$ cat config.mk
export PLATFORM = sky130hd
export DESIGN_NAME = drum_host_sequencer
export DESIGN_NICKNAME = d
export VERILOG_FILES = /design/src/rtl/drum_host_sequencer.sv
export SDC_FILE = /design/constraint.sdc
export NUM_CORES = 1
export LEC_CHECK = 0
export CORE_MARGIN = 2
export CORE_UTILIZATION = 45
export DETAILED_ROUTE_END_ITERATION = 10
export GPL_TIMING_DRIVEN = 1
export HOLD_SLACK_MARGIN = 0.03
export PLACE_DENSITY = 0.75
export SYNTH_ARGS = -nofsm -noshare
export SYNTH_HDL_FRONTEND = slang
export SYNTH_SLANG_ARGS = --single-unit
$ cat constraint.sdc
create_clock -name clk -period 6.7 [get_ports clk]
set_clock_uncertainty 0.15 [all_clocks]
set_input_delay 1.675 -clock clk [delete_from_list [all_inputs] [get_ports clk]]
set_output_delay 1.675 -clock clk [all_outputs]
set_load 0.005 [all_outputs]
$ cat src/rtl/drum_host_sequencer.sv
// drum_host_sequencer: host bus initiator for the DRUM multiplier tile.
// Writes A/B, reads back the 16-bit product, returns it on a valid/ready port.
module drum_host_sequencer #(
  parameter int         SETTLE_CYCLES = 8,
  parameter logic [4:0] RES_LO_ADDR   = 5'd14,
  parameter logic [4:0] RES_HI_ADDR   = 5'd15
) (
  input  logic        clk,
  input  logic        rst_n,
  input  logic        req_valid,
  output logic        req_ready,
  input  logic [7:0]  req_a,
  input  logic [7:0]  req_b,
  output logic        rsp_valid,
  input  logic        rsp_ready,
  output logic [15:0] rsp_r,
  output logic [15:0] op_count,
  output logic [7:0]  dut_ui,
  output logic [7:0]  dut_uio,
  input  logic [7:0]  dut_uo
);

  localparam logic [7:0] UI_IDLE = 8'h10;
  localparam logic [7:0] UI_WR_A = 8'h80;
  localparam logic [7:0] UI_WR_B = 8'h81;
  localparam int         CW      = 16;
  localparam logic [CW-1:0] SETTLE_LOAD = CW'(SETTLE_CYCLES - 1);

  typedef enum logic [3:0] {
    S_INIT,
    S_IDLE,
    S_WR_A,
    S_WR_B,
    S_WAIT,
    S_RD_LO,
    S_RD_HI,
    S_CAP,
    S_RESP
  } state_t;

  state_t        state_q;
  logic [CW-1:0] settle_q;
  logic [7:0]    b_q;
  logic [7:0]    ui_q;
  logic [7:0]    uio_q;
  logic          ready_q;
  logic          valid_q;
  logic [15:0]   rsp_q;
  logic [15:0]   ops_q;

  // Sequencer FSM; bus outputs are registered for the state being entered.
  always_ff @(posedge clk) begin
    if (!rst_n) begin
      state_q  <= S_INIT;
      settle_q <= SETTLE_LOAD;
      b_q      <= '0;
      ui_q     <= UI_IDLE;
      uio_q    <= '0;
      ready_q  <= 1'b0;
      valid_q  <= 1'b0;
      rsp_q    <= '0;
      ops_q    <= '0;
    end else begin
      ui_q  <= UI_IDLE;
      uio_q <= '0;
      unique case (state_q)
        S_INIT: begin
          if (settle_q == '0) begin
            state_q <= S_IDLE;
            ready_q <= 1'b1;
          end else begin
            settle_q <= settle_q - 1'b1;
          end
        end
        S_IDLE: begin
          if (req_valid && ready_q) begin
            b_q     <= req_b;
            ready_q <= 1'b0;
            ui_q    <= UI_WR_A;
            uio_q   <= req_a;
            state_q <= S_WR_A;
          end
        end
        S_WR_A: begin
          ui_q    <= UI_WR_B;
          uio_q   <= b_q;
          state_q <= S_WR_B;
        end
        S_WR_B: begin
          state_q <= S_WAIT;
        end
        S_WAIT: begin
          ui_q    <= {3'b000, RES_LO_ADDR};
          state_q <= S_RD_LO;
        end
        S_RD_LO: begin
          ui_q    <= {3'b000, RES_HI_ADDR};
          state_q <= S_RD_HI;
        end
        S_RD_HI: begin
          rsp_q[7:0] <= dut_uo;
          state_q    <= S_CAP;
        end
        S_CAP: begin
          rsp_q[15:8] <= dut_uo;
          valid_q     <= 1'b1;
          state_q     <= S_RESP;
        end
        S_RESP: begin
          if (rsp_ready) begin
            valid_q <= 1'b0;
            ready_q <= 1'b1;
            ops_q   <= ops_q + 1'b1;
            state_q <= S_IDLE;
          end
        end
        default: begin
          state_q <= S_INIT;
        end
      endcase
    end
  end

  assign req_ready = ready_q;
  assign rsp_valid = valid_q;
  assign rsp_r     = rsp_q;
  assign op_count  = ops_q;
  assign dut_ui    = ui_q;
  assign dut_uio   = uio_q;

endmodule

==> results of run 1 <==
## path summary, 6_finish.rpt
| path | start | end | slack (ps) | depth (start not counted) |
|---|---|---|---|---|
| max | rst_n | settle_q[14] | 2570 | 4 |
| min reg2reg | rsp_r[15] | rsp_r[15] | 300 | 2 |
| max reg2reg | settle_q[0] | settle_q[1] | 4290 | 6 |
| min | rsp_r[15] | rsp_r[15] | 300 | 2 |
## sequential cells by signal, summed over array words and instances (netlist names), 4 cells and up
register,flops
rsp_r,16
dut_uio,8
b_q,8
settle_q,16
dut_ui,4
op_count,16
state_q,4
## logic make-up (layout without fill, tap and decap cells)
logic type	Yosys count	after routing	synth area share (%)
flops	74	74	45.9
mux	13	13	4.07
xor+xnor	9	9	2.44
fa+ha+maj	2	2	0.776
buf+inv	31	100	4.65
other cells	1	2	0.116
compound gates	75	75	14.2
simple gates	164	164	27.9
## cell usage after synthesis (3+ instances only)
library cell | number | area share (%)
or3_1 | 8 | 1.6
o311ai_0 | 3 | 0.81
buf_2 | 3 | 0.47
a21oi_1 | 33 | 5.1
o21ai_0 | 13 | 2.0
nor3b_1 | 4 | 0.93
nand4_1 | 3 | 0.58
o31ai_1 | 8 | 1.9
nor2b_1 | 4 | 0.78
a22oi_1 | 8 | 1.9
a211o_1 | 3 | 0.81
nor4_1 | 6 | 1.2
xor2_1 | 7 | 1.9
dfxtp_1 | 74 | 46
or4_4 | 3 | 1.0
mux2i_1 | 12 | 3.7
nand2_1 | 50 | 5.8
buf_4 | 4 | 0.93
nor3_1 | 6 | 0.93
nand3_1 | 8 | 1.2
nand2b_1 | 5 | 0.97
or4_1 | 12 | 2.8
nor2_1 | 35 | 4.1
inv_1 | 7 | 0.81
clkbuf_1 | 14 | 1.6
## critical path, stage by stage
cell and delay, ps:
clkdlybuf4s50_1 840, clkinv_1 840, or3_1 590, o41ai_1 250
## per-stage QoR
step | total power [mW] | instances | hold WS, ps | utilization, %
final | 0.825 | 535 | 305 | 61.0
after floorplan | 0.475 | 370 | 275 | -
after global routing | 0.855 | 535 | 331 | 61.0
after detailed placement | 0.497 | 520 | 296 | 58.2
after CTS | 0.835 | 535 | 306 | 61.0
after global placement | 0.496 | 520 | 292 | 58.2
## power by group
group	total (mW)	internal (mW)	switching, mW
sequential	0.445	0.442	0.00270
clock	0.338	0.181	0.157
combinational	0.0423	0.0224	0.0198
total	0.825	0.645	0.180
## metal layers
| layer | wire (um) | GRT usage [%] |
|---|---|---|
| met1 | 3540 | 25.7 |
| met2 | 3290 | 30.5 |
| met3 | 324 | 4.66 |
| met4 | 95 | 7.16 |
| met5 | 0 | 0 |
## cell type report
| class | instances | share of cell area (%) |
|---|---|---|
| Multi-Input combinational cell | 265 | 38.1 |
| Sequential cell | 74 | 35.4 |
| Timing Repair Buffer | 77 | 18.3 |
| Clock buffer | 11 | 3.38 |
| Tap cell | 96 | 2.87 |
| Clock inverter | 4 | 1.25 |
| Inverter | 8 | 0.717 |
==> results.yml, run 1 <==
floorplan:
  top_level_ports: 78
  die_x_um: 88.7
  start_util_pct: 47.0
  dieArea_um2: 7860
  core_region_area_um2: 6870
  num_rows: 30
  die_h_um: 88.7
cts:
  clock_latency_ps: 340
  cts_setup_buffers: 0
  h-tree-depth: 3
  cts_hold_buffers: 0
  cts_buffers: 9
  clkTransAtPathRegs_ps: 70
  cts-root-buf: "clkbuf_8"
  clockBufferDepth: 2
  cts_resized: 0
  cts_tree: "yes"
  numClockSinks: 74
drt:
  drtIter0Drc: 141
  drt.antenna.violating_nets: 0
  drtPass1Iterations: 7
  vias_per_cell: 5.36
  wirelength_mm: 7.25
  drc: 0
  vias: 2869
  wl_per_cell_um: 13.6
placed_design:
  hpwl_mm: 5.05
  pre_cts_ws_ps: 2190
  gp_congestion: 0.758
  io_buffers: 75
  placement.cell_area_um2: 4000
flow_run:
  cap_violations: 0
final_layout:
  diodes: 0
  seq_area_um2: 1480
  layout_common_cells: "75 x clkdlybuf4s50_1, 74 x dfxtp_1, 50 x nand2_1"
  layout_commonest_cell: "clkdlybuf4s50_1"
  stdcell_area_um2: 4190
  drive_above_1_share_pct: 6.61
  fill_cells: 596
  fin_nets: 465
  area_delta_synth_final_pct: 29.9
  multiInputGateArea_um2: 1600
setup_path:
  crit_arrival_ps: 4210
  cp-end-kind: "flop"
  cp-start-kind: "input port"
  worstPathRequired_ps: 6780
  cp_max_fo: 29
  worst-setup-path-type: "input port to flop"
timing:
  grt_setup_unrepaired: "false"
  fmax_ghz: 0.242
  drv_slew: 0
  period_minus_slack_ps: 4130
  fin_crit_sh_pct: 61.7
  finalSetupViolCount: 0
  hold_viol: 0
  max_slew_margin_pct: 23.9
  fin_tns_setup_ps: 0
  worst_slack_ps: 2570
  worstMarginPinSlew_ps: 1140
yosys:
  yosys_most_used_dff: "dfxtp_1"
  yosysWarnings: 0
  ys_seq_area_share_pct: 45.9
  synth_seq_cells: 74
  synth_cell_types: 52
  syn_inst: 369
  synth-edff-count: 0
  async_flop_share_pct: 0
  syn_area_um2: 3230
  post_synth.cell_area_avg_um2: 8.74
grt:
  grt_usage_pct: 19.3
  grt_pass1_vias: 2611
  grt_pass1_wl_mm: 12.0
  antenna_found_initial: 0
  grt_overflow: 0
  grt_max_degree: 30
outcome:
  status: "completed"
hold_path:
  min_path_type: "flop to flop"
power_and_ir_drop:
  ir_drop_uv: 129
  leakage_nw: 1.38
  power_density_nw_per_um2: 197
Power figures use the tool's default switching activity.
==> inputs of run 2 (changes only) <==
CORE_UTILIZATION = 44   (was 45)
PLACE_DENSITY = 0.76   (was 0.75)
clock period = 3.44 ns   (was 6.7 ns; I/O delays follow)
==> run 2 against run 1 <==
  * Worst setup slack got worse by 1900 ps
  * Worst hold slack improved by 2.2 ps
  * Total power rose by 97%
  * Core utilization fell by 2.1 points
  * Critical path type unchanged
  * Wire length rose by 3.0%
  * Largest cell class unchanged
  * Flip-flop and latch count did not move
  * Combinational power rose by 100%
  * Largest power group unchanged
  * Highest routed layer unchanged
  * Via count rose by 0.59%
  * First-iteration DRC count fell by 9.9%
  * Sequential share of layout area fell by 0.30 points
==> results.yml, run 2 (synthesized netlist as in run 1, its figures left out) <==
cts:
  h-tree-depth: 3
  clock_latency_ps: 350
  cts_resized: 0
  cts_buffers: 9
  cts_tree: "yes"
  numClockSinks: 74
  clockBufferDepth: 2
  clkTransAtPathRegs_ps: 70
  cts_setup_buffers: 0
  cts-root-buf: "clkbuf_8"
  cts_hold_buffers: 0
drt:
  drtPass1Iterations: 4
  wl_per_cell_um: 13.8
  drt.antenna.violating_nets: 0
  vias: 2886
  drc: 0
  vias_per_cell: 5.31
  drtIter0Drc: 127
  wirelength_mm: 7.47
timing:
  drv_slew: 0
  max_slew_margin_pct: 33.8
  hold_viol: 0
  finalSetupViolCount: 0
  fin_crit_sh_pct: 79.5
  grt_setup_unrepaired: "false"
  fin_tns_setup_ps: 0
  period_minus_slack_ps: 2730
  fmax_ghz: 0.366
  hold_slack_ps: 307
  worstMarginPinSlew_ps: 986
floorplan:
  die_x_um: 89.6
  num_rows: 31
  top_level_ports: 78
  die_h_um: 89.6
  dieArea_um2: 8030
  start_util_pct: 45.0
  core_region_area_um2: 7180
power_and_ir_drop:
  pwr-share-comb_pct: 5.3
  switchingPower_uw: 361
  leakage_nw: 1.40
  p_int_mw: 1.26
  p_clk_share_pct: 41.4
  power_density_nw_per_um2: 384
  p_total_mw: 1.62
  switching_share_pct: 22.2
  ir_drop_uv: 242
  seqPwrFrac_pct: 53.3
placed_design:
  gp_congestion: 0.849
  io_buffers: 75
  dpl.cell_count: 527
  hpwl_mm: 5.26
final_layout:
  area_delta_synth_final_pct: 31.0
  layout_commonest_cell: "clkdlybuf4s50_1"
  fin_nets: 469
  layout_common_cells: "75 x clkdlybuf4s50_1, 74 x dfxtp_1, 50 x nand2_1"
  finalNonFillerCells: 543
  drive_above_1_share_pct: 7.43
  diodes: 0
setup_path:
  cp_max_fo: 9
  cp-end-kind: "flop"
  crit_arrival_ps: 2860
  worstPathRequired_ps: 3570
  cp-start-kind: "input port"
  worst-setup-path-type: "input port to flop"
grt:
  grt_max_degree: 28
  grt_pass1_vias: 2667
  grt.met1_usage_pct: 23.3
  grt_most_used_layer: "met2"
  use_met3_pct: 3.84
  grt_pass1_wl_mm: 11.7
  antenna_found_initial: 0
  grt_overflow: 0
  grt_usage_pct: 18.7
  use_met2_pct: 30.6
hold_path:
  min_path_type: "flop to flop"
flow_run:
  cap_violations: 0
outcome:
  status: "completed"
==> run 2: area by class of cell <==
class,count,area [um2]
clock buffer,12,145
timing repair buffer,81,796
multi-input combinational,265,1600
clock inverter,4,51.3
tap,99,124
fill,650,2950
sequential,74,1480
inverter,8,30.0
==> run 2: path summary, 6_finish.rpt <==
path                    from  cells after the start      endpoint  slack, ps
setup / recovery   rsp_ready                      5  op_count[15]        710
setup reg to reg  state_q[0]                      4        b_q[1]        980
hold / removal     rsp_r[10]                      2     rsp_r[10]        310
hold reg to reg    rsp_r[10]                      2     rsp_r[10]        310
==> run 2: per-layer routing <==
layer,routed length (um),part of all wire (%)
met1,3440,46
met2,3550,48
met3,357,4.8
met4,119,1.6
met5,0,0
==> run 2: power groups by stage <==
stage,registers [mW],clock network [mW],logic [mW]
after global routing,0.866,0.709,0.0936
after detailed placement,0.885,0,0.0851
final,0.866,0.672,0.0853
after CTS,0.866,0.682,0.0854
after global placement,0.885,0,0.0836
after floorplan,0.884,0,0.0422
==> run 2: metrics by stage <==
stage	util (%)	area (um2)	setup slack, ps
2_1_floorplan	-	3230	926
3_3_place_gp	56.1	4030	398
3_5_place_dp	56.1	4030	355
4_1_cts	58.9	4230	722
5_1_grt	58.9	4230	594
6_report	58.9	4230	706
==> run 2: critical path, stage by stage <==
cell	delay [ps]
clkdlybuf4s50_1	510
or4b_4	490
or2_1	340
or4_1	520
a21oi_1	150
==> inputs of run 3 (changes only) <==
CORE_UTILIZATION = 45   (was 44)
PLACE_DENSITY = 0.75   (was 0.76)
clock period = 2.85 ns   (was 3.44 ns; I/O delays follow)
==> run 3 against run 2 <==
  * Non-clock buffer count increased by 6
  * Clock power is 44% higher
  * Critical endpoint unchanged
  * Largest power group unchanged
  * Worst setup slack got worse by 350 ps
  * Die area down 2.1%
  * Register-to-register slack got worse by 540 ps
  * Critical path type unchanged
  * Critical path depth stayed put
  * Global-route usage increased by 0.92 points
  * Via count rose by 0.76%
==> results.yml, run 3 (synthesized netlist as in run 1, its figures left out) <==
floorplan:
  dieArea_um2: 7860
  top_level_ports: 78
  die_x_um: 88.7
  die_h_um: 88.7
  start_util_pct: 47.0
  core_region_area_um2: 6870
  num_rows: 30
timing:
  fmax_ghz: 0.401
  worstMarginPinSlew_ps: 606
  drv_slew: 0
  max_slew_margin_pct: 59.3
  hold_viol: 0
  finalSetupViolCount: 0
  grt_setup_unrepaired: "false"
  period_minus_slack_ps: 2500
  fin_tns_setup_ps: 0
  worst_slack_ps: 354
  fin_crit_sh_pct: 87.6
cts:
  cts_hold_buffers: 0
  clkTransAtPathRegs_ps: 80
  cts_setup_buffers: 0
  numClockSinks: 74
  cts_buffers: 9
  clock_latency_ps: 340
  h-tree-depth: 3
  cts_resized: 0
  clockBufferDepth: 2
  cts_tree: "yes"
  cts-root-buf: "clkbuf_8"
final_layout:
  area_delta_synth_final_pct: 33.7
  layout_common_cells: "75 x clkdlybuf4s50_1, 74 x dfxtp_1, 50 x nand2_1"
  fin_nets: 475
  drive_above_1_share_pct: 8.89
  finalNonFillerCells: 546
  fill_cells: 599
  layout_commonest_cell: "clkdlybuf4s50_1"
  diodes: 0
drt:
  vias: 2908
  vias_per_cell: 5.33
  wirelength_mm: 7.36
  drtPass1Iterations: 5
  drc: 0
  drt.antenna.violating_nets: 0
  drtIter0Drc: 145
  wl_per_cell_um: 13.5
grt:
  antenna_found_initial: 0
  grt_max_degree: 37
  grt_pass1_wl_mm: 12.1
  grt_pass1_vias: 2724
  grt_overflow: 0
  grt_usage_pct: 19.6
power_and_ir_drop:
  ir_drop_uv: 373
  leakage_nw: 1.44
  power_density_nw_per_um2: 492
  p_total_mw: 2.12
setup_path:
  path_cells: "clkdlybuf4s50_1 -> or4b_4 -> or2_1 -> or4_1 -> a21oi_1"
  cp_max_fo: 6
  cp-start-kind: "input port"
  worstPathRequired_ps: 2970
  crit_arrival_ps: 2620
  cp-end-kind: "flop"
  worst-setup-path-type: "input port to flop"
  cp_slowest_cell: "or4_1"
  cp_slowest_stage_delay_ps: 510
flow_run:
  cap_violations: 0
placed_design:
  pre_cts_ws_ps: -4.84
  io_buffers: 75
  gp_congestion: 0.807
  dpl.cell_count: 530
  hpwl_mm: 5.25
outcome:
  status: "completed"
hold_path:
  min_path_type: "flop to flop"
## run 3: cell types whose count changed in the layout (fill, tap and decap cells not counted)
cell,previous run,this run
clkbuf_8,10,9
clkinvlp_4,1,2
bufinv_16,1,3
clkinv_2,1,0
clkbuf_1,2,1
clkinv_4,1,0
inv_6,0,1
buf_4,6,12
## run 3: path summary, 6_finish.rpt
check / start / end / slack, ps / cells after the start
max reg2reg: settle_q[0] / settle_q[1] / 440 / 6
max: rsp_ready / op_count[15] / 350 / 5
min: rsp_r[5] / rsp_r[5] / 300 / 2
min reg2reg: rsp_r[5] / rsp_r[5] / 300 / 2
## run 3: layout make-up
class,instances,area (um2),share of cell area (%)
Tap cell,96,120,2.79
Sequential cell,74,1480,34.4
Clock inverter,6,114,2.64
Multi-Input combinational cell,265,1600,37.1
Timing Repair Buffer,87,841,19.5
Clock buffer,10,128,2.96
Inverter,8,30.0,0.696
## run 3: through the flow
stage               utilization, %  cell area, um2  hold slack (ps)
floorplan                        -            3230              275
global placement              59.3            4070              292
detailed placement            59.3            4070              298
CTS                           62.8            4310              309
global route                  62.8            4310              334
finish                        62.8            4310              303
## run 3: worst max-delay path: cells and delay by family
kind | cells | cell delay (ps)
and+or+nand+nor | 3 | 1280
buffers and inverters | 1 | 470
AOI/OAI and AO/OA | 1 | 160
## run 3: power breakdown
part / internal, mW / leakage [nW] / total, mW / switching, mW
Clock: 0.585 / 0.113 / 0.971 / 0.386
Sequential: 1.04 / 0.596 / 1.04 / 0.00621
Combinational: 0.0572 / 0.733 / 0.105 / 0.0475
Total: 1.68 / 1.44 / 2.12 / 0.440
## run 3: per-layer routing
metal | up-vias | routed length (um) | GRT usage (%)
li1 | 1464 | - | -
met3 | 6 | 398 | 5.78
met4 | 0 | 42 | 6.06
met1 | 1361 | 3310 | 24.5
met2 | 77 | 3610 | 32.7
met5 | - | 0 | 0
